===== config.mk =====
export PLATFORM = sky130hd
export DESIGN_NAME = ptcalc_mul_pipe_flat
export DESIGN_NICKNAME = d
export VERILOG_FILES = /design/src/rtl/ptcalc_mul_pkg.sv /design/src/rtl/ptcalc_mul_pipe_if.sv /design/src/rtl/ptcalc_mul_narrow.sv /design/src/rtl/ptcalc_mul_pipe.sv /design/src/flat_wrapper.sv
export SDC_FILE = /design/constraint.sdc
export NUM_CORES = 1
export LEC_CHECK = 0
export BUFFER_PORTS_ARGS = -buffer_cell sky130_fd_sc_hd__buf_4
export CORE_MARGIN = 1.5
export CORE_UTILIZATION = 50
export CTS_CLUSTER_SIZE = 10
export DETAILED_ROUTE_END_ITERATION = 8
export PLACE_DENSITY = 0.71
export SLEW_MARGIN = 20
export SYNTH_ARGS = -nofsm -noshare
export SYNTH_HDL_FRONTEND = slang
export SYNTH_SLANG_ARGS = --single-unit

===== constraint.sdc =====
create_clock -name ap_clk -period 4.59 [get_ports ap_clk]
set_input_delay 0.918 -clock ap_clk [delete_from_list [all_inputs] [get_ports ap_clk]]
set_output_delay 0.918 -clock ap_clk [all_outputs]
set_load 0.02 [all_outputs]

===== src/rtl/ptcalc_mul_pkg.sv =====
// Shared constants and arithmetic helpers for the pipelined pt-calc multiplier.
package ptcalc_mul_pkg;

  localparam int NUM_STAGE_MIN = 1;
  localparam int NUM_STAGE_MAX = 6;

  // Working width for the narrowing helper; comfortably wider than any product plus rounding carry.
  localparam int NARROW_W = 128;

  typedef struct packed {
    logic [NARROW_W-1:0] p;
    logic                ovf;
  } narrow_t;

  function automatic int prod_width(input int a_w, input int b_w);
    return a_w + b_w;
  endfunction

  // value must already be sign- or zero-extended to NARROW_W according to is_signed.
  function automatic narrow_t round_shift_sat(input logic signed [NARROW_W-1:0] value,
                                              input int shift, input int out_w,
                                              input bit is_signed, input bit sat, input bit rnd);
    logic signed [NARROW_W-1:0] v, one, hi, lo, back;
    narrow_t r;
    one = {{(NARROW_W-1){1'b0}}, 1'b1};
    v   = value;
    if (rnd && shift > 0) v = v + (one <<< (shift - 1));
    v = v >>> shift;
    if (is_signed) begin
      hi = (one <<< (out_w - 1)) - one;
      lo = -(one <<< (out_w - 1));
    end else begin
      hi = (one <<< out_w) - one;
      lo = '0;
    end
    r.p   = v;
    r.ovf = 1'b0;
    if (sat) begin
      if (v > hi) begin
        r.p   = hi;
        r.ovf = 1'b1;
      end else if (v < lo) begin
        r.p   = lo;
        r.ovf = 1'b1;
      end
    end else begin
      // Wrap flags overflow when re-extending the kept bits does not reproduce v.
      if (is_signed) back = (v <<< (NARROW_W - out_w)) >>> (NARROW_W - out_w);
      else           back = $signed($unsigned(v <<< (NARROW_W - out_w)) >> (NARROW_W - out_w));
      r.ovf = (back != v);
    end
    return r;
  endfunction

endpackage


===== src/rtl/ptcalc_mul_pipe_if.sv =====
// Valid/ready sample bus for ptcalc_mul_pipe: operand/tag in, narrowed product/tag/overflow out.
interface ptcalc_mul_pipe_if #(
  parameter int A_W   = 16,
  parameter int B_W   = 16,
  parameter int OUT_W = 31,
  parameter int TAG_W = 8
);
  logic             in_valid;
  logic             in_ready;
  logic [A_W-1:0]   in_a;
  logic [B_W-1:0]   in_b;
  logic [TAG_W-1:0] in_tag;
  logic             out_valid;
  logic             out_ready;
  logic [OUT_W-1:0] out_p;
  logic [TAG_W-1:0] out_tag;
  logic             out_ovf;

  modport master (
    output in_valid, in_a, in_b, in_tag, out_ready,
    input  in_ready, out_valid, out_p, out_tag, out_ovf
  );

  modport slave (
    input  in_valid, in_a, in_b, in_tag, out_ready,
    output in_ready, out_valid, out_p, out_tag, out_ovf
  );
endinterface


===== src/rtl/ptcalc_mul_narrow.sv =====
// Combinational round / shift / saturate-or-wrap of a full-precision product.
module ptcalc_mul_narrow
  import ptcalc_mul_pkg::*;
#(
  parameter int IN_W   = 32,
  parameter int OUT_W  = 31,
  parameter int SHIFT  = 0,
  parameter int SIGNED = 0,
  parameter int ROUND  = 0,
  parameter int SAT    = 1
) (
  input  logic [IN_W-1:0]  prod,
  output logic [OUT_W-1:0] p,
  output logic             ovf
);

    logic signed [NARROW_W-1:0] prod_ext;
    narrow_t                    res;
    logic [NARROW_W-OUT_W-1:0]  p_unused;

    assign prod_ext = {{(NARROW_W-IN_W){(SIGNED != 0) & prod[IN_W-1]}}, prod};

    always_comb begin
        res = round_shift_sat(prod_ext, SHIFT, OUT_W, SIGNED != 0, SAT != 0, ROUND != 0);
    end

    assign {p_unused, p} = res.p;
    assign ovf           = res.ovf;

endmodule


===== src/rtl/ptcalc_mul_pipe.sv =====
// Pipelined A_W x B_W multiplier with stall-able valid/ready handshake and tag side-channel.
module ptcalc_mul_pipe
  import ptcalc_mul_pkg::*;
#(
  parameter int A_W       = 16,
  parameter int B_W       = 16,
  parameter int OUT_W     = 31,
  parameter int SHIFT     = 0,
  parameter int NUM_STAGE = 3,
  parameter int SIGNED    = 0,
  parameter int ROUND     = 0,
  parameter int SAT       = 1,
  parameter int TAG_W     = 8
) (
  input logic              ap_clk,
  input logic              ap_rst_n,
  ptcalc_mul_pipe_if.slave bus
);

    localparam int PW = prod_width(A_W, B_W);
    localparam int NS = (NUM_STAGE < NUM_STAGE_MIN) ? NUM_STAGE_MIN :
                        (NUM_STAGE > NUM_STAGE_MAX) ? NUM_STAGE_MAX : NUM_STAGE;

    logic             advance;
    logic [PW-1:0]    prod_c;
    logic [PW-1:0]    fin_prod;
    logic [TAG_W-1:0] fin_tag;
    logic             fin_vld;
    logic [OUT_W-1:0] fin_p;
    logic             fin_ovf;
    logic             vld_out;
    logic [OUT_W-1:0] p_out;
    logic [TAG_W-1:0] tag_out;
    logic             ovf_out;

    // The whole pipe moves as one; any stage may hold a bubble while the output stalls.
    assign advance      = !vld_out || bus.out_ready;
    assign bus.in_ready = advance;

    // Stage 0: full-precision multiply
    if (SIGNED != 0) begin : g_smul
        assign prod_c = PW'($signed(bus.in_a)) * PW'($signed(bus.in_b));
    end else begin : g_umul
        assign prod_c = PW'(bus.in_a) * PW'(bus.in_b);
    end

    if (NS == 1) begin : g_single
        assign fin_prod = prod_c;
        assign fin_tag  = bus.in_tag;
        assign fin_vld  = bus.in_valid;
    end else begin : g_multi
        localparam int NI = NS - 1;
        logic [PW-1:0]    prod_p [NI];
        logic [TAG_W-1:0] tag_p  [NI];
        logic             vld_p  [NI];

        always_ff @(posedge ap_clk or negedge ap_rst_n) begin
            if (!ap_rst_n) begin
                for (int i = 0; i < NI; i++) vld_p[i] <= 1'b0;
            end else if (advance) begin
                vld_p[0] <= bus.in_valid;
                for (int i = 1; i < NI; i++) vld_p[i] <= vld_p[i-1];
            end
        end

        // Stages 1..NS-2: register-only, left free for retiming into the DSP
        always_ff @(posedge ap_clk) begin
            if (advance) begin
                prod_p[0] <= prod_c;
                tag_p[0]  <= bus.in_tag;
                for (int i = 1; i < NI; i++) begin
                    prod_p[i] <= prod_p[i-1];
                    tag_p[i]  <= tag_p[i-1];
                end
            end
        end

        assign fin_prod = prod_p[NI-1];
        assign fin_tag  = tag_p[NI-1];
        assign fin_vld  = vld_p[NI-1];
    end

    // Final stage: round / shift / narrow into the output register
    ptcalc_mul_narrow #(
        .IN_W  (PW),
        .OUT_W (OUT_W),
        .SHIFT (SHIFT),
        .SIGNED(SIGNED),
        .ROUND (ROUND),
        .SAT   (SAT)
    ) u_narrow (
        .prod(fin_prod),
        .p   (fin_p),
        .ovf (fin_ovf)
    );

    always_ff @(posedge ap_clk or negedge ap_rst_n) begin
        if (!ap_rst_n) begin
            vld_out <= 1'b0;
            p_out   <= '0;
            tag_out <= '0;
            ovf_out <= 1'b0;
        end else if (advance) begin
            vld_out <= fin_vld;
            p_out   <= fin_p;
            tag_out <= fin_tag;
            ovf_out <= fin_ovf;
        end
    end

    assign bus.out_valid = vld_out;
    assign bus.out_p     = p_out;
    assign bus.out_tag   = tag_out;
    assign bus.out_ovf   = ovf_out;

endmodule


===== src/flat_wrapper.sv =====
// flat-port wrapper written by rule: the top's interface ports become plain ports
module ptcalc_mul_pipe_flat import ptcalc_mul_pkg::*;
#(
  parameter int A_W       = 16,
  parameter int B_W       = 16,
  parameter int OUT_W     = 31,
  parameter int SHIFT     = 0,
  parameter int NUM_STAGE = 3,
  parameter int SIGNED    = 0,
  parameter int ROUND     = 0,
  parameter int SAT       = 1,
  parameter int TAG_W     = 8
)
  (ap_clk, ap_rst_n, bus_in_valid, bus_in_a, bus_in_b, bus_in_tag, bus_out_ready, bus_in_ready, bus_out_valid, bus_out_p, bus_out_tag, bus_out_ovf);
  ptcalc_mul_pipe_if #(.A_W(A_W), .B_W(B_W), .OUT_W(OUT_W), .TAG_W(TAG_W)) bus_i ();
  input logic ap_clk;
  input logic ap_rst_n;
  input wire logic [$bits(bus_i.in_valid)-1:0] bus_in_valid;
  input wire logic [$bits(bus_i.in_a)-1:0] bus_in_a;
  input wire logic [$bits(bus_i.in_b)-1:0] bus_in_b;
  input wire logic [$bits(bus_i.in_tag)-1:0] bus_in_tag;
  input wire logic [$bits(bus_i.out_ready)-1:0] bus_out_ready;
  output wire logic [$bits(bus_i.in_ready)-1:0] bus_in_ready;
  output wire logic [$bits(bus_i.out_valid)-1:0] bus_out_valid;
  output wire logic [$bits(bus_i.out_p)-1:0] bus_out_p;
  output wire logic [$bits(bus_i.out_tag)-1:0] bus_out_tag;
  output wire logic [$bits(bus_i.out_ovf)-1:0] bus_out_ovf;
  assign bus_i.in_valid = bus_in_valid;
  assign bus_i.in_a = bus_in_a;
  assign bus_i.in_b = bus_in_b;
  assign bus_i.in_tag = bus_in_tag;
  assign bus_i.out_ready = bus_out_ready;
  assign bus_in_ready = bus_i.in_ready;
  assign bus_out_valid = bus_i.out_valid;
  assign bus_out_p = bus_i.out_p;
  assign bus_out_tag = bus_i.out_tag;
  assign bus_out_ovf = bus_i.out_ovf;
  ptcalc_mul_pipe #(.A_W(A_W), .B_W(B_W), .OUT_W(OUT_W), .SHIFT(SHIFT), .NUM_STAGE(NUM_STAGE), .SIGNED(SIGNED), .ROUND(ROUND), .SAT(SAT), .TAG_W(TAG_W)) u_core (.ap_clk(ap_clk), .ap_rst_n(ap_rst_n), .bus(bus_i));
endmodule

==> impl_metrics.yaml <==
grt:
  grt_max_degree: 92
  grt-ovfl-total: 0
  grt_pass1_wl_um: 45700
  grt_antenna_before_repair: 0
  grt_pass1_vias: 9561
  grtUsageTotal: 0.217
layout:
  multi_input_area_sq_um: 8770
  syn_to_final_growth_pct: 29.1
  finalNetCount: 1802
  drive_gt1_frac: 0.298
  fin_cells: 1797
  num-fill-cells: 1800
  antenna_cells: 0
  register_area_sq_um: 3480
detailed_routing:
  antenna_left: 0
  post_drt_wl_per_cell_um: 15.3
  wirelength_um: 27400
  dr.pass1.iters: 5
  routed.top_layer: "met4"
  wl_met3_um: 1230
  drc: 0
  wl_met2_um: 13800
  wl_met1_um: 12100
  via_per_inst: 5.06
  drtIter0Drc: 533
  dr_total_vias: 9085
status:
  status: "finished with violations"
  violations: "negative setup slack"
yosys:
  synth_edf_count: 80
  syn_inst: 1230
  yosys-top-cells-area: "fa_1, edfxtp_1, ha_1"
  synth-async-reset-ratio: 0.350
  postSynthAreaPerCell_sq_um: 10.2
  yosysWarnings: 0
  yosys.area.top_type: "fa_1"
  seq_area_frac_synth: 0.276
  ys_ff_latch: 123
  ys_types: 43
  syn_nets: 1572
  yosys-top-cells-count: "inv_1, fa_1, nand2_1, and2_1, ha_1"
  synth_area_sq_um: 12600
  synth_top_area_frac: 0.308
  synth_most_common_cell: "inv_1"
  ys.flop_type: "edfxtp_1"
place:
  place_congestion: 0.847
  dpl_worst_slack_ps: -1820
  placedCellCount: 1743
  port_buffers: 85
  hpwl_um: 21900
hold_path:
  hold_class: "flop to flop"
timing:
  finalHoldViolations: 0
  fmax_mhz: 169
  period_share: 1.29
  finalCriticalPeriod_ps: 5920
  worst_pin_slew_ps: 997
  setup_viol: 24
  rsz0062_at_grt: "yes"
  maxSlewHeadroom: 0.335
  report.final.slew_viol_count: 0
  fin_ws_ps: -1330
  worst_clock_skew_ps: 5.89
die:
  start_util: 0.514
  placementRows: 57
  die_y_um: 162
  dieWidth_um: 162
  die_area_sq_um: 26200
  core-area_sq_um: 24500
  io_pins: 86
critical_path:
  crit_required_ps: 4740
  cp-end-kind: "flop"
  crit_family: "adder cells"
  setup.worst_path.start_class: "input pin"
  critPathSlowestCell: "fa_2"
  cp_common_cell: "fa_1"
  worstPathMaxFanout: 5
  crit_buf_inv: 5
  max_stage_delay_ps: 560
  cp_cell_sequence: "buf_8 > and2_4 > fa_1 > inv_2 > fa_2 > fa_2 > fa_1 > inv_1 > fa_1 > inv_1 > fa_1 > inv_2 > ha_4 > nand3_2 > or3_4 > o2111ai_4 > nand3_2 > a221oi_2 > nor2_1 > xnor2_1"
  worstSetupPathType: "input pin to flop"
  arrival_ps: 6070
clock_network:
  cts_root_buffer: "clkbuf_16"
  cts_tree: "yes"
  postCtsHoldBufs: 0
  clock_sinks: 123
  clk_pin_slew_worst_paths_ps: 50
  ctsHtreeMaxLevel: 4
  clk_latency_ps: 400
  clk_path_buf_depth: 2
  cts_buffers: 17
run:
  drv_cap: 0
-- worst register-to-register path, delay by kind of cell (launching register included) --
kind / cells / cell delay, ps
flops: 1 / 380
simple gates: 1 / 120
buf+inv: 3 / 1000
mux: 1 / 460
-- metrics by stage --
step	hold WS [ps]	cell area (sq um)	util	setup TNS [ps]
2_1_floorplan	400	13100	-	-22840
3_3_place_gp	401	14900	0.607	-32040
3_5_place_dp	405	14900	0.607	-33770
4_1_cts	413	15900	0.650	-21060
5_1_grt	420	16300	0.663	-25850
6_report	410	16300	0.663	-22770
-- final timing paths --
kind	to	slack, ps	depth (start not counted)	start
worst max-delay path	u_core.g_multi.prod_p[0][26]$_DFFE_PP_	-1330	20	bus_in_b[4]
worst min-delay path	u_core.g_multi.prod_p[0][48]$_DFFE_PP_	410	0	u_core.g_multi.prod_p[0][16]$_DFFE_PP_
worst max register to register	u_core.g_multi.vld_p[1]$_DFFE_PN0P_	2510	5	u_core.bus.out_valid$_DFFE_PN0P_
worst min register to register	u_core.g_multi.prod_p[0][48]$_DFFE_PP_	410	0	u_core.g_multi.prod_p[0][16]$_DFFE_PP_
max in group asynchronous	u_core.bus.out_p[12]$_DFFE_PN0P_	3700	1	ap_rst_n
min in group asynchronous	u_core.bus.out_tag[1]$_DFFE_PN0P_	490	1	ap_rst_n
-- layer usage --
layer | up-vias | track usage
met5 | - | 0
met4 | 0 | 0.0509
met3 | 37 | 0.0291
met2 | 235 | 0.379
met1 | 4525 | 0.289
li1 | 4288 | -
-- sequential cells by signal, summed over array words and instances, names as in the netlist --
signal and flops:
u_core.bus.out_p 31, u_core.bus.out_valid 1, u_core.g_multi.tag_p 16, u_core.bus.out_tag 8, u_core.bus.out_ovf 1, u_core.g_multi.prod_p 64
u_core.fin_vld 1, u_core.g_multi.vld_p 1
-- cell families (layout without fill, tap and decap cells) --
group / Yosys count / after routing / share of synthesized area
AOI/OAI and AO/OA: 119 / 119 / 0.0619
xor gates and xnor gates: 27 / 27 / 0.0188
adders and majority gates: 298 / 298 / 0.412
buffers and inverters: 279 / 522 / 0.0831
DFF: 123 / 123 / 0.276
muxes: 11 / 11 / 0.00983
and+or+nand+nor: 373 / 373 / 0.139
-- what timing repair did --
action                                 4_1_cts  5_1_grt
setup endpoints to repair                   24       24
pin swaps                                   77       68
gates cloned                                 0        0
setup buffers                               17        9
gates resized for setup                    109       63
endpoints found under the hold margin        0        0
-- cells in the final DEF, fill, tap and decap left out, drive strengths merged, types with 43 or more instances in the layout --
cell type and n:
nor2 44, and2 117, edfxtp 80, nand2 185
fa 194, inv 232, ha 104, buf 258
dfrtp 43, o21ai 48
-- cell type report --
type / instances / share of cell area
Clock buffer: 24 / 0.0290
Clock inverter: 8 / 0.00292
Inverter: 232 / 0.0538
Multi-Input combinational cell: 828 / 0.539
Sequential cell: 123 / 0.214
Tap cell: 324 / 0.0249
Timing Repair Buffer: 258 / 0.136
Power is left out: the tool's default activity adds up to more than one toggle a clock period on the data nets, which glitch-free logic cannot reach.
